File: src/rtl/iohub_pkg.sv
// Shared iohub link definitions: frame marker, frame lengths and TX state encoding.
// Used by both the Atlys-to-PC transmit control and the PC-to-Atlys decoder.
package iohub_pkg;

  localparam logic [7:0] HEADER_BYTE_DEFAULT = 8'h80;

  localparam int FRAME_LEN_BASE = 3;
  localparam int FRAME_LEN_CSUM = 4;

  typedef enum logic [2:0] {
    IDLE  = 3'd0,
    FETCH = 3'd1,
    SEND  = 3'd2,
    WAIT  = 3'd3,
    GAP   = 3'd4
  } tx_state_e;

endpackage

File: src/rtl/header_tx_control_if.sv
// Outbound FIFO read port plus UART TX byte interface of the iohub transmit path.
// master = frame controller, slave = FIFO/UART side.
interface header_tx_control_if;
  import iohub_pkg::*;

  logic        fifo_empty;
  logic [15:0] fifo_dout;
  logic        fifo_rd_en;
  logic        tx_busy;
  logic        tx_done;
  logic        tx_start;
  logic [7:0]  tx_byte;

  modport master (
    input  fifo_empty, fifo_dout, tx_busy, tx_done,
    output fifo_rd_en, tx_start, tx_byte
  );

  modport slave (
    output fifo_empty, fifo_dout, tx_busy, tx_done,
    input  fifo_rd_en, tx_start, tx_byte
  );

endinterface

File: src/rtl/header_tx_control.sv
// Pops 16-bit words from the outbound FIFO and sends each as header, high, low byte.
// Define HEADER_TX_CHECKSUM_EN to append an XOR checksum byte to every frame.
module header_tx_control
  import iohub_pkg::*;
#(
  parameter logic [7:0] HEADER_BYTE = HEADER_BYTE_DEFAULT,
  parameter int         GAP_CYCLES  = 0
) (
  input  logic                 clk_i,
  input  logic                 rst_i,
  header_tx_control_if.master  bus,
  output logic                 busy_o,
  output logic [15:0]          frames_sent_o
);

`ifdef HEADER_TX_CHECKSUM_EN
  localparam int FRAME_LEN = FRAME_LEN_CSUM;
`else
  localparam int FRAME_LEN = FRAME_LEN_BASE;
`endif
  localparam logic [1:0] LAST_IDX = 2'(FRAME_LEN - 1);
  localparam logic [7:0] GAP_LAST = 8'(GAP_CYCLES - 1);
  localparam bit         HAS_GAP  = (GAP_CYCLES != 0);

  tx_state_e   state_q, state_d;
  logic [15:0] word_q, word_d;
  logic [1:0]  idx_q, idx_d;
  logic [7:0]  gap_q, gap_d;
  logic [15:0] frames_q, frames_d;

  function automatic logic [7:0] frame_byte(input logic [1:0] idx, input logic [15:0] word);
    case (idx)
      2'd0:    frame_byte = HEADER_BYTE;
      2'd1:    frame_byte = word[15:8];
      2'd2:    frame_byte = word[7:0];
`ifdef HEADER_TX_CHECKSUM_EN
      default: frame_byte = HEADER_BYTE ^ word[15:8] ^ word[7:0];
`else
      default: frame_byte = 8'h00;
`endif
    endcase
  endfunction

  always_ff @(posedge clk_i or posedge rst_i) begin
    if (rst_i) begin
      state_q  <= IDLE;
      word_q   <= 16'h0000;
      idx_q    <= 2'd0;
      gap_q    <= 8'd0;
      frames_q <= 16'h0000;
    end else begin
      state_q  <= state_d;
      word_q   <= word_d;
      idx_q    <= idx_d;
      gap_q    <= gap_d;
      frames_q <= frames_d;
    end
  end

  always_comb begin
    state_d        = state_q;
    word_d         = word_q;
    idx_d          = idx_q;
    gap_d          = gap_q;
    frames_d       = frames_q;
    bus.fifo_rd_en = 1'b0;
    bus.tx_start   = 1'b0;
    bus.tx_byte    = 8'h00;

    unique case (state_q)
      IDLE: begin
        if (!bus.fifo_empty && !bus.tx_busy) begin
          bus.fifo_rd_en = 1'b1;
          state_d        = FETCH;
        end
      end
      FETCH: begin
        word_d  = bus.fifo_dout;
        idx_d   = 2'd0;
        state_d = SEND;
      end
      SEND: begin
        bus.tx_byte = frame_byte(idx_q, word_q);
        // The UART may still be shifting; hold the byte and retry next cycle.
        if (!bus.tx_busy) begin
          bus.tx_start = 1'b1;
          state_d      = WAIT;
        end
      end
      WAIT: begin
        bus.tx_byte = frame_byte(idx_q, word_q);
        if (bus.tx_done) begin
          gap_d = 8'd0;
          if (idx_q == LAST_IDX) begin
            idx_d    = 2'd0;
            frames_d = frames_q + 16'd1;
            state_d  = HAS_GAP ? GAP : IDLE;
          end else begin
            idx_d   = idx_q + 2'd1;
            state_d = HAS_GAP ? GAP : SEND;
          end
        end
      end
      GAP: begin
        gap_d = gap_q + 8'd1;
        // idx_q wraps to 0 only after the last byte, so it tells where the gap leads.
        if (gap_q == GAP_LAST) state_d = (idx_q == 2'd0) ? IDLE : SEND;
      end
      default: state_d = IDLE;
    endcase
  end

  assign busy_o        = (state_q != IDLE);
  assign frames_sent_o = frames_q;

endmodule

File: src/flat_wrapper.sv
// flat-port wrapper written by rule: the top's interface ports become plain ports
module header_tx_control_flat import iohub_pkg::*;
#(
  parameter logic [7:0] HEADER_BYTE = HEADER_BYTE_DEFAULT,
  parameter int         GAP_CYCLES  = 0
)
  (clk_i, rst_i, busy_o, frames_sent_o, bus_fifo_empty, bus_fifo_dout, bus_tx_busy, bus_tx_done, bus_fifo_rd_en, bus_tx_start, bus_tx_byte);
  header_tx_control_if bus_i ();
  input  logic clk_i;
  input  logic rst_i;
  output logic busy_o;
  output logic [15:0] frames_sent_o;
  input wire logic [$bits(bus_i.fifo_empty)-1:0] bus_fifo_empty;
  input wire logic [$bits(bus_i.fifo_dout)-1:0] bus_fifo_dout;
  input wire logic [$bits(bus_i.tx_busy)-1:0] bus_tx_busy;
  input wire logic [$bits(bus_i.tx_done)-1:0] bus_tx_done;
  output wire logic [$bits(bus_i.fifo_rd_en)-1:0] bus_fifo_rd_en;
  output wire logic [$bits(bus_i.tx_start)-1:0] bus_tx_start;
  output wire logic [$bits(bus_i.tx_byte)-1:0] bus_tx_byte;
  assign bus_i.fifo_empty = bus_fifo_empty;
  assign bus_i.fifo_dout = bus_fifo_dout;
  assign bus_i.tx_busy = bus_tx_busy;
  assign bus_i.tx_done = bus_tx_done;
  assign bus_fifo_rd_en = bus_i.fifo_rd_en;
  assign bus_tx_start = bus_i.tx_start;
  assign bus_tx_byte = bus_i.tx_byte;
  header_tx_control #(.HEADER_BYTE(HEADER_BYTE), .GAP_CYCLES(GAP_CYCLES)) u_core (.clk_i(clk_i), .rst_i(rst_i), .bus(bus_i), .busy_o(busy_o), .frames_sent_o(frames_sent_o));
endmodule
File: config.mk
export PLATFORM = sky130hd
export DESIGN_NAME = header_tx_control_flat
export DESIGN_NICKNAME = d
export VERILOG_FILES = /design/src/rtl/iohub_pkg.sv /design/src/rtl/header_tx_control_if.sv /design/src/rtl/header_tx_control.sv /design/src/flat_wrapper.sv
export SDC_FILE = /design/constraint.sdc
export NUM_CORES = 1
export LEC_CHECK = 0
export BUFFER_PORTS_ARGS = -buffer_cell sky130_fd_sc_hd__buf_4
export CAP_MARGIN = 20
export CORE_UTILIZATION = 31
export DETAILED_ROUTE_END_ITERATION = 8
export SETUP_SLACK_MARGIN = 0.5
export SLEW_MARGIN = 20
export SYNTH_ARGS = -nofsm -noshare
export SYNTH_HDL_FRONTEND = slang
export SYNTH_SLANG_ARGS = --single-unit
export TNS_END_PERCENT = 50
File: constraint.sdc
create_clock -name clk_i -period 4.5 [get_ports clk_i]
set_clock_uncertainty 0.1 [all_clocks]
set_input_delay 0.9 -clock clk_i [delete_from_list [all_inputs] [get_ports clk_i]]
set_output_delay 0.9 -clock clk_i [all_outputs]
set_load 0.01 [all_outputs]
==> flow_metrics.tcl, run 1 <==
set metrics [dict create \
    antenna_found_initial 0 \
    synthDistinctLibCells 28 \
    wirelength_um 3400 \
    vias 1185 \
    drv_slew 0 \
    synth_cells 135 \
    cp.arrival_ns 1.61 \
    post_cts_buffers 0 \
    gp_congestion 0.770 \
    core_area_um2 4880 \
    dieArea_um2 5500 \
    ir_worst_vdd_v 0.000265 \
    critPathMaxFanout 8 \
    drt-initial-drc-count 32 \
    layout_commonest_cell "buf_4" \
    dp.cells 246 \
    cts_hold_buf 0 \
    synth_top_cell_by_area "dfrtp_1" \
    hold_slack_ns 0.376 \
    worstSetupPathType "flip-flop to output port" \
    start_util_pct 33.1 \
    internal_power_uw 748 \
    place_ws_ns 2.13 \
    setup_viol 0 \
    avgViaCountPerCell 4.68 \
    finalHoldViolations 0 \
    drv_cap 0 \
    combPwrFrac_pct 35.2 \
    slew_headroom_pct 57.2 \
    timing.final.crit_share_pct 58.0 \
    end_kind "output port" \
    syn_to_final_growth_pct 31.2 \
    insertion_delay_ns 0.28 \
    required_ns 3.50 \
    ys_top_cells_by_area "dfrtp_1, mux2_2, xnor2_1, xor2_1, a22oi_1" \
    synth_seq_area_share_pct 55.8 \
    cts_inserted_buffers 5 \
    cts_buffer_depth 2 \
    io_buffers 47 \
    layout.nets 208 \
    leakage_uw 0.00102 \
    rr_worst_depth 4 \
    synth_fp_nets 157 \
    final.fill_count 479 \
    max_clock_freq_mhz 383 \
    cts-root-buf "clkbuf_8" \
    hp-class "flip-flop to flip-flop" \
    rsz0062_at_grt "no" \
    grt_pass1_wl_um 5650 \
    layout_common_cells "buf_4, dfrtp_1, mux2_2" \
    status "finished clean" \
    drc 0 \
    die_x_um 74.2 \
    syn_avg_cell_area_um2 12.0 \
    pin_count 48 \
    diodes 0 \
    wire_per_inst_um 13.5 \
    gr-usage-all-layers_pct 13.9 \
    dp_hpwl_um 2540 \
    fp-row-count 25 \
    p_seq_share_pct 45.7 \
    grt_max_degree 23 \
    netlist_area_um2 1610 \
    r2r_slack_ns 2.62 \
    drive_gt1_share_pct 41.4 \
    instances_no_fill 253 \
    die_y_um 74.2 \
    gr-total-overflow 0 \
    placed_cell_area_um2 2040 \
    cts.repair.resized 0 \
    switching_share_pct 32.9 \
    cts_tree "built" \
    ctsHtreeMaxLevel 2 \
    drtAntennaViolNets 0 \
    yosys_warnings 0 \
    p_clk_share_pct 19.1 \
    whs_path_depth 1 \
    fin_setup_tns_ns 0 \
    grt_pass1_vias 1201 \
    synth-seq-cells 36 \
    drt_pass1_iterations 4 \
    p_per_area_nw_per_um2 526 \
    netlist.area_leader.share_pct 55.8 \
    power.switching_uw 366 \
    min_period_ns 2.61 \
    post-route-worst-setup-slack_ns 1.89 \
    start_kind "flip-flop" \
    postLayoutCellArea_um2 2120 \
    cts_num_sinks 36 \
    worstMarginPinSlew_ns 0.635 \
    clkTransAtPathRegs_ns 0.06 \
]
[cell type report]
class / count / area, um^2 / share of cell area, %
clock buffer: 6 / 72.6 / 3.43
sequential: 36 / 901 / 42.5
clock inverter: 1 / 5.00 / 0.236
timing repair buffer: 49 / 368 / 17.4
multi-input combinational: 91 / 677 / 32.0
inverter: 3 / 11.3 / 0.532
tap: 67 / 83.8 / 3.96
[sequential cells by signal, summed over array words and instances, names as in the netlist]
register,cells
u_core.word_q,16
u_core.state_q,2
u_core.frames_sent_o,16
u_core.idx_q,2
[through the flow]
stage	total power, uW	utilization [%]
finish	1110	43.4
global route	1190	43.4
CTS	1130	43.4
detailed placement	912	41.8
global placement	897	41.8
floorplan	754	-
[synth_stat cells, drive strengths merged]
cell type / count
or4: 1
a21oi: 1
inv: 3
nor2: 13
a22oi: 7
ha: 1
a31oi: 1
nor2b: 2
nand4: 5
nor3: 3
and3: 1
nand4b: 1
xnor2: 8
and2: 1
nor4: 2
o22ai: 1
nand3: 7
xor2: 7
o32ai: 1
clkbuf: 2
mux2: 18
or2: 2
o21bai: 1
dfrtp: 36
nand2: 5
o21ai: 2
buf: 3
[layer usage]
metal,GRT usage [%],vias to the layer above,wire (um),part of all wire [%]
met2,22.9,31,1660,49
met5,0,-,0,0
met3,4.74,6,199,5.8
met1,16.9,571,1500,44
met4,5.13,0,46,1.4
li1,-,577,-,-
[critical path, cell delays in order (launching register included)]
cell	delay, ns
dfrtp_1	0.39
nor2b_1	0.51
a22oi_1	0.18
nor2_1	0.13
buf_4	0.13
[kinds of logic after synthesis]
| family | count (synthesis) | share of synthesized area, % |
|---|---|---|
| xor+xnor | 15 | 8.14 |
| mux | 18 | 12.6 |
| fa+ha+maj | 1 | 0.775 |
| flops | 36 | 55.8 |
| buf+inv | 8 | 2.25 |
| compound gates | 14 | 5.97 |
| simple gates | 43 | 14.5 |
[power groups by stage]
stage | sequential, uW | clock (uW) | combinational (uW)
detailed placement | 514 | 0 | 398
finish | 510 | 213 | 392
global placement | 508 | 0 | 389
CTS | 509 | 222 | 399
floorplan | 490 | 0 | 264
global route | 524 | 239 | 432
[worst paths after layout]
path | from | to
worst max-delay path | u_core.idx_q[0] | bus_tx_byte[4]
worst min-delay path | u_core.frames_sent_o[15] | u_core.frames_sent_o[15]
worst max register to register | u_core.state_q[0] | u_core.frames_sent_o[15]
worst min register to register | u_core.frames_sent_o[15] | u_core.frames_sent_o[15]
max in group asynchronous | rst_i | u_core.word_q[8]
min in group asynchronous | rst_i | u_core.frames_sent_o[4]
Note: power is estimated with default switching activity, not from simulation.
==> run 2: changes to the inputs <==
==> constraint.sdc (replaced) <==
create_clock -name clk_i -period 2.7 [get_ports clk_i]
set_clock_uncertainty 0.1 [all_clocks]
set_input_delay 0.54 -clock clk_i [delete_from_list [all_inputs] [get_ports clk_i]]
set_output_delay 0.54 -clock clk_i [all_outputs]
set_load 0.01 [all_outputs]
==> run 2 against run 1 <==
  * Total power grew 72%
  * Setup slack lost 1.3 ns
  * Count of clock-buffer cells in the layout grew 2
  * Sequential share of layout area shrank 0.51 points
  * Clock power grew 82%
  * Sequential power grew 67%
  * Cell count grew 0.40%
  * Combinational power grew 71%
  * Largest power group unchanged
  * Highest routed layer unchanged
==> flow_metrics.tcl, run 2 (synthesis results as in run 1) <==
set metrics [dict create \
    status "finished clean" \
    drc 0 \
    cts_inserted_buffers 5 \
    drt-initial-drc-count 36 \
    dieArea_um2 5500 \
    layout_common_cells "buf_4, dfrtp_1, mux2_2" \
    drive_gt1_share_pct 42.8 \
    internal_power_uw 1290 \
    vias 1225 \
    top_usage_layer "met2" \
    pin_count 48 \
    critPathMaxFanout 7 \
    cts_tree "built" \
    worstMarginPinSlew_ns 0.655 \
    wirelength_um 3330 \
    layout.nets 208 \
    antenna_found_initial 0 \
    die_x_um 74.2 \
    insertion_delay_ns 0.28 \
    leakage_uw 0.00103 \
    slew_headroom_pct 56.0 \
    hold_slack_ns 0.257 \
    grt_pass1_wl_um 5400 \
    diodes 0 \
    cts_buffer_depth 2 \
    power.switching_uw 621 \
    die_y_um 74.2 \
    drtAntennaViolNets 0 \
    p_clk_share_pct 20.3 \
    syn_to_final_growth_pct 33.0 \
    io_buffers 47 \
    required_ns 2.06 \
    p_per_area_nw_per_um2 891 \
    gr-total-overflow 0 \
    gr-usage-all-layers_pct 13.0 \
    max_clock_freq_mhz 482 \
    start_util_pct 33.1 \
    core_area_um2 4880 \
    dp_hpwl_um 2420 \
    grt_use_met2_pct 20.3 \
    post_cts_buffers 0 \
    ctsHtreeMaxLevel 2 \
    avgViaCountPerCell 4.82 \
    layout_commonest_cell "buf_4" \
    p_seq_share_pct 44.6 \
    cp.arrival_ns 1.43 \
    rsz0062_at_grt "no" \
    cts_hold_buf 0 \
    ir_worst_vdd_v 0.000408 \
    wire_per_inst_um 13.1 \
    finalHoldViolations 0 \
    start_kind "flip-flop" \
    hp-class "input pin to async pin" \
    grt_max_degree 37 \
    worstSetupPathType "flip-flop to output port" \
    cts-root-buf "clkbuf_8" \
    drv_cap 0 \
    drt_pass1_iterations 4 \
    clkTransAtPathRegs_ns 0.07 \
    end_kind "output port" \
    gp_congestion 0.751 \
    grt_use_met1_pct 16.9 \
    fin_setup_tns_ns 0 \
    timing.final.crit_share_pct 76.8 \
    fp-row-count 25 \
    use_met3_pct 3.52 \
    cts_num_sinks 36 \
    switching_share_pct 32.5 \
    drv_slew 0 \
    setup_viol 0 \
    min_period_ns 2.07 \
    grt_pass1_vias 1182 \
    combPwrFrac_pct 35.1 \
]
-- run 2: cell count changes in the layout (fill, tap and decap cells not counted) --
| cell | before | now |
|---|---|---|
| clkbuf_1 | 1 | 2 |
| clkbuf_8 | 5 | 6 |
| clkinv_2 | 1 | 0 |
| dfrtp_1 | 36 | 35 |
| dfrtp_2 | 0 | 1 |
| nor2_1 | 13 | 12 |
| nor2_4 | 0 | 1 |
| nor2b_1 | 2 | 1 |
| nor2b_4 | 0 | 1 |
-- run 2: through the flow --
stage	setup slack, ns	util [%]	total power (uW)	area, um^2	std cells
2_1_floorplan	0.974	-	1260	1610	135
3_3_place_gp	0.686	41.8	1500	2040	246
3_5_place_dp	0.698	41.8	1520	2040	246
4_1_cts	0.513	43.8	1920	2140	254
5_1_grt	0.491	44.0	2050	2150	254
6_report	0.625	44.0	1910	2150	254
-- run 2: cell type report --
class | count | area (um^2)
tap | 67 | 83.8
multi-input combinational | 91 | 692
sequential | 36 | 902
inverter | 3 | 11.3
timing repair buffer | 49 | 368
fill | 488 | 2730
clock buffer | 8 | 90.1
-- run 2: per-layer routing --
metal | up-vias | part of all wire (%)
met1 | 605 | 44
li1 | 583 | -
met4 | 0 | 1.6
met2 | 29 | 49
met3 | 8 | 5.2
met5 | - | 0
-- run 2: what timing repair did --
| action | CTS | global route |
|---|---|---|
| pin swaps | 0 | 0 |
| gates resized for setup | 2 | 3 |
| endpoints found under the setup margin | 7 | 7 |
-- run 2: power by group through the flow --
stage	Clock, uW	Combinational [uW]	Sequential [uW]
floorplan	0	440	816
global placement	0	651	844
detailed placement	0	663	855
CTS	402	672	845
global route	422	749	878
finish	388	670	854
-- run 2: worst max-delay path, cell delays in order, from the launching register on --
cell     delay (ns)
dfrtp_2        0.45
inv_1          0.22
nor2_4         0.10
a22oi_1        0.15
nor2_1         0.07
buf_4          0.16
-- run 2: path summary, 6_finish.rpt --
kind                                           from  slack [ns]  depth (start not counted)                       end
setup / recovery                    u_core.idx_q[1]        0.63                          5            bus_tx_byte[5]
hold / removal                                rst_i        0.26                          3         u_core.word_q[12]
max in group asynchronous                     rst_i        1.91                          3           u_core.idx_q[1]
min in group clk_i                   bus_fifo_empty        0.37                          2         u_core.state_q[0]
hold reg to reg            u_core.frames_sent_o[15]        0.38                          1  u_core.frames_sent_o[15]
setup reg to reg                  u_core.state_q[0]        0.80                          4  u_core.frames_sent_o[15]
==> run 3: changes to the inputs <==
==> constraint.sdc (replaced) <==
create_clock -name clk_i -period 1.73 [get_ports clk_i]
set_clock_uncertainty 0.1 [all_clocks]
set_input_delay 0.346 -clock clk_i [delete_from_list [all_inputs] [get_ports clk_i]]
set_output_delay 0.346 -clock clk_i [all_outputs]
set_load 0.01 [all_outputs]
==> run 3 against run 2 <==
  * The flow now finishes with violations (setup timing)
  * Hold slack worse by 0.19 ns
  * Die area stayed put
  * Critical path depth is 1 lower
  * Clock power is 63% higher
  * Combinational power grew to 2.7 times the previous value
  * Register-to-register slack worse by 0.84 ns
  * Cell count is 9.1% higher
  * Critical endpoint is now bus_tx_byte[3]
  * Largest power group is now combinational logic
==> flow_metrics.tcl, run 3 (synthesis results as in run 1) <==
set metrics [dict create \
    rr_worst_depth 5 \
    use_met3_pct 5.15 \
    vias 1317 \
    layout.nets 232 \
    drc 0 \
    drt-initial-drc-count 35 \
    min_period_ns 1.78 \
    slew_headroom_pct 69.5 \
    insertion_delay_ns 0.28 \
    postLayoutCellArea_um2 2690 \
    p_seq_share_pct 35.8 \
    final.fill_count 413 \
    drive_gt1_share_pct 64.3 \
    p_clk_share_pct 16.7 \
    wirelength_um 4040 \
    start_kind "flip-flop" \
    p_per_area_nw_per_um2 1410 \
    status "finished with violations" \
    finalHoldViolations 0 \
    gp_congestion 0.744 \
    cp_slowest_stage_delay_ns 0.41 \
    cp.arrival_ns 1.33 \
    r2r-start "u_core.idx_q[0]" \
    drt_pass1_iterations 4 \
    cts_hold_buf 0 \
    cts_inserted_buffers 5 \
    syn_to_final_growth_pct 66.8 \
    violations "setup timing" \
    clkTransAtPathRegs_ns 0.07 \
    gr-usage-all-layers_pct 15.6 \
    wire_per_inst_um 14.6 \
    r2r-end "u_core.frames_sent_o[7]" \
    layout_common_cells "buf_4, buf_6, dfrtp_1" \
    grt_pass1_vias 1405 \
    diodes 0 \
    leakage_uw 0.00130 \
    grt_use_met2_pct 28.0 \
    cts_buffer_depth 2 \
    placed_cell_area_um2 2090 \
    hold_slack_ns 0.0710 \
    layout_commonest_cell "buf_4" \
    antenna_found_initial 0 \
    worstSetupPathType "flip-flop to output port" \
    cts_tree "built" \
    ir_worst_vdd_v 0.000799 \
    grt_use_met1_pct 18.0 \
    max_clock_freq_mhz 562 \
    dieArea_um2 5500 \
    post-route-worst-setup-slack_ns -0.0486 \
    pin_count 48 \
    r2r_slack_ns -0.04 \
    critPathMaxFanout 8 \
    cts_num_sinks 36 \
    combPwrFrac_pct 47.5 \
    die_y_um 74.2 \
    final_core_util_pct 55.2 \
    timing.final.crit_share_pct 103 \
    grt_pass1_wl_um 6540 \
    switching_share_pct 32.1 \
    grt_max_degree 37 \
    hp-class "input pin to async pin" \
    power.switching_uw 1210 \
    end_kind "output port" \
    critPathTopFamily "flip-flops" \
    crit_chain "nor2b_4 > a22oi_1 > nor2_1 > buf_4" \
    core_area_um2 4880 \
    setup_viol 9 \
    start_util_pct 33.1 \
    worstMarginPinSlew_ns 0.457 \
    ctsHtreeMaxLevel 2 \
    crit_slowest_cell "dfrtp_2" \
    gr-total-overflow 0 \
    top_usage_layer "met2" \
    dp_hpwl_um 2530 \
    avgViaCountPerCell 4.75 \
    required_ns 1.28 \
    drtAntennaViolNets 0 \
    io_buffers 47 \
    internal_power_uw 2570 \
    drv_slew 0 \
    fp-row-count 25 \
    rsz0062_at_grt "yes" \
    die_x_um 74.2 \
    cp_num_buf_inv 1 \
    cts-root-buf "clkbuf_8" \
    drv_cap 0 \
]
-- run 3: changes by cell type in the layout (fill, tap and decap cells not counted), sizes merged --
cell	previous run	this run
inv	3	2
clkbuf	8	7
clkinvlp	0	1
buf	49	73
-- run 3: worst max path at each step --
stage / end / cells past startpoint / from / slack (ns)
6_report: bus_tx_byte[3] / 4 / u_core.idx_q[0] / -0.05
4_1_cts: bus_tx_byte[6] / 4 / u_core.idx_q[1] / -0.06
3_5_place_dp: bus_tx_byte[0] / 4 / u_core.idx_q[0] / -0.09
2_1_floorplan: u_core.frames_sent_o[15] / 4 / u_core.idx_q[0] / 0.24
5_1_grt: u_core.frames_sent_o[7] / 5 / u_core.idx_q[0] / -0.13
3_3_place_gp: bus_tx_byte[4] / 4 / u_core.idx_q[0] / -0.05
-- run 3: metrics by stage --
step	instances	worst slack, ns	setup TNS (ns)	power [uW]
3_3_place_gp	247	-0.0548	-0.315	2380
5_1_grt	277	-0.128	-1.16	4000
4_1_cts	270	-0.0572	-0.355	3590
6_report	277	-0.0486	-0.315	3790
2_1_floorplan	135	0.236	0	2010
3_5_place_dp	247	-0.0853	-0.456	2430
-- run 3: repair_timing --
action | in CTS | in global routing
pin swaps | 14 | 9
gates cloned | 1 | 0
gates resized for setup | 64 | 23
setup endpoints to repair | 61 | 63
setup buffers | 15 | 7
-- run 3: tightest hold or removal path, cell delays in order --
cell and delay [ns]:
buf_4 0.11, inv_1 0.04, buf_4 0.39
-- run 3: cell type report --
cell class | instances | area (um^2) | area share [%]
inverter | 3 | 15.0 | 0.558
timing repair buffer | 73 | 681 | 25.3
sequential | 36 | 915 | 34.0
tap | 67 | 83.8 | 3.11
clock buffer | 7 | 96.3 | 3.58
multi-input combinational | 91 | 902 | 33.5
-- run 3: routing by layer --
metal / routed length (um) / share of wire, %
met4: 7 / 0.17
met3: 207 / 5.1
met5: 0 / 0
met2: 2160 / 54
met1: 1660 / 41
-- run 3: power by group through the flow --
stage | sequential [uW] | clock [uW] | combinational, uW
CTS | 1340 | 655 | 1600
finish | 1360 | 634 | 1800
floorplan | 1280 | 0 | 732
detailed placement | 1340 | 0 | 1090
global placement | 1330 | 0 | 1050
global route | 1390 | 695 | 1920
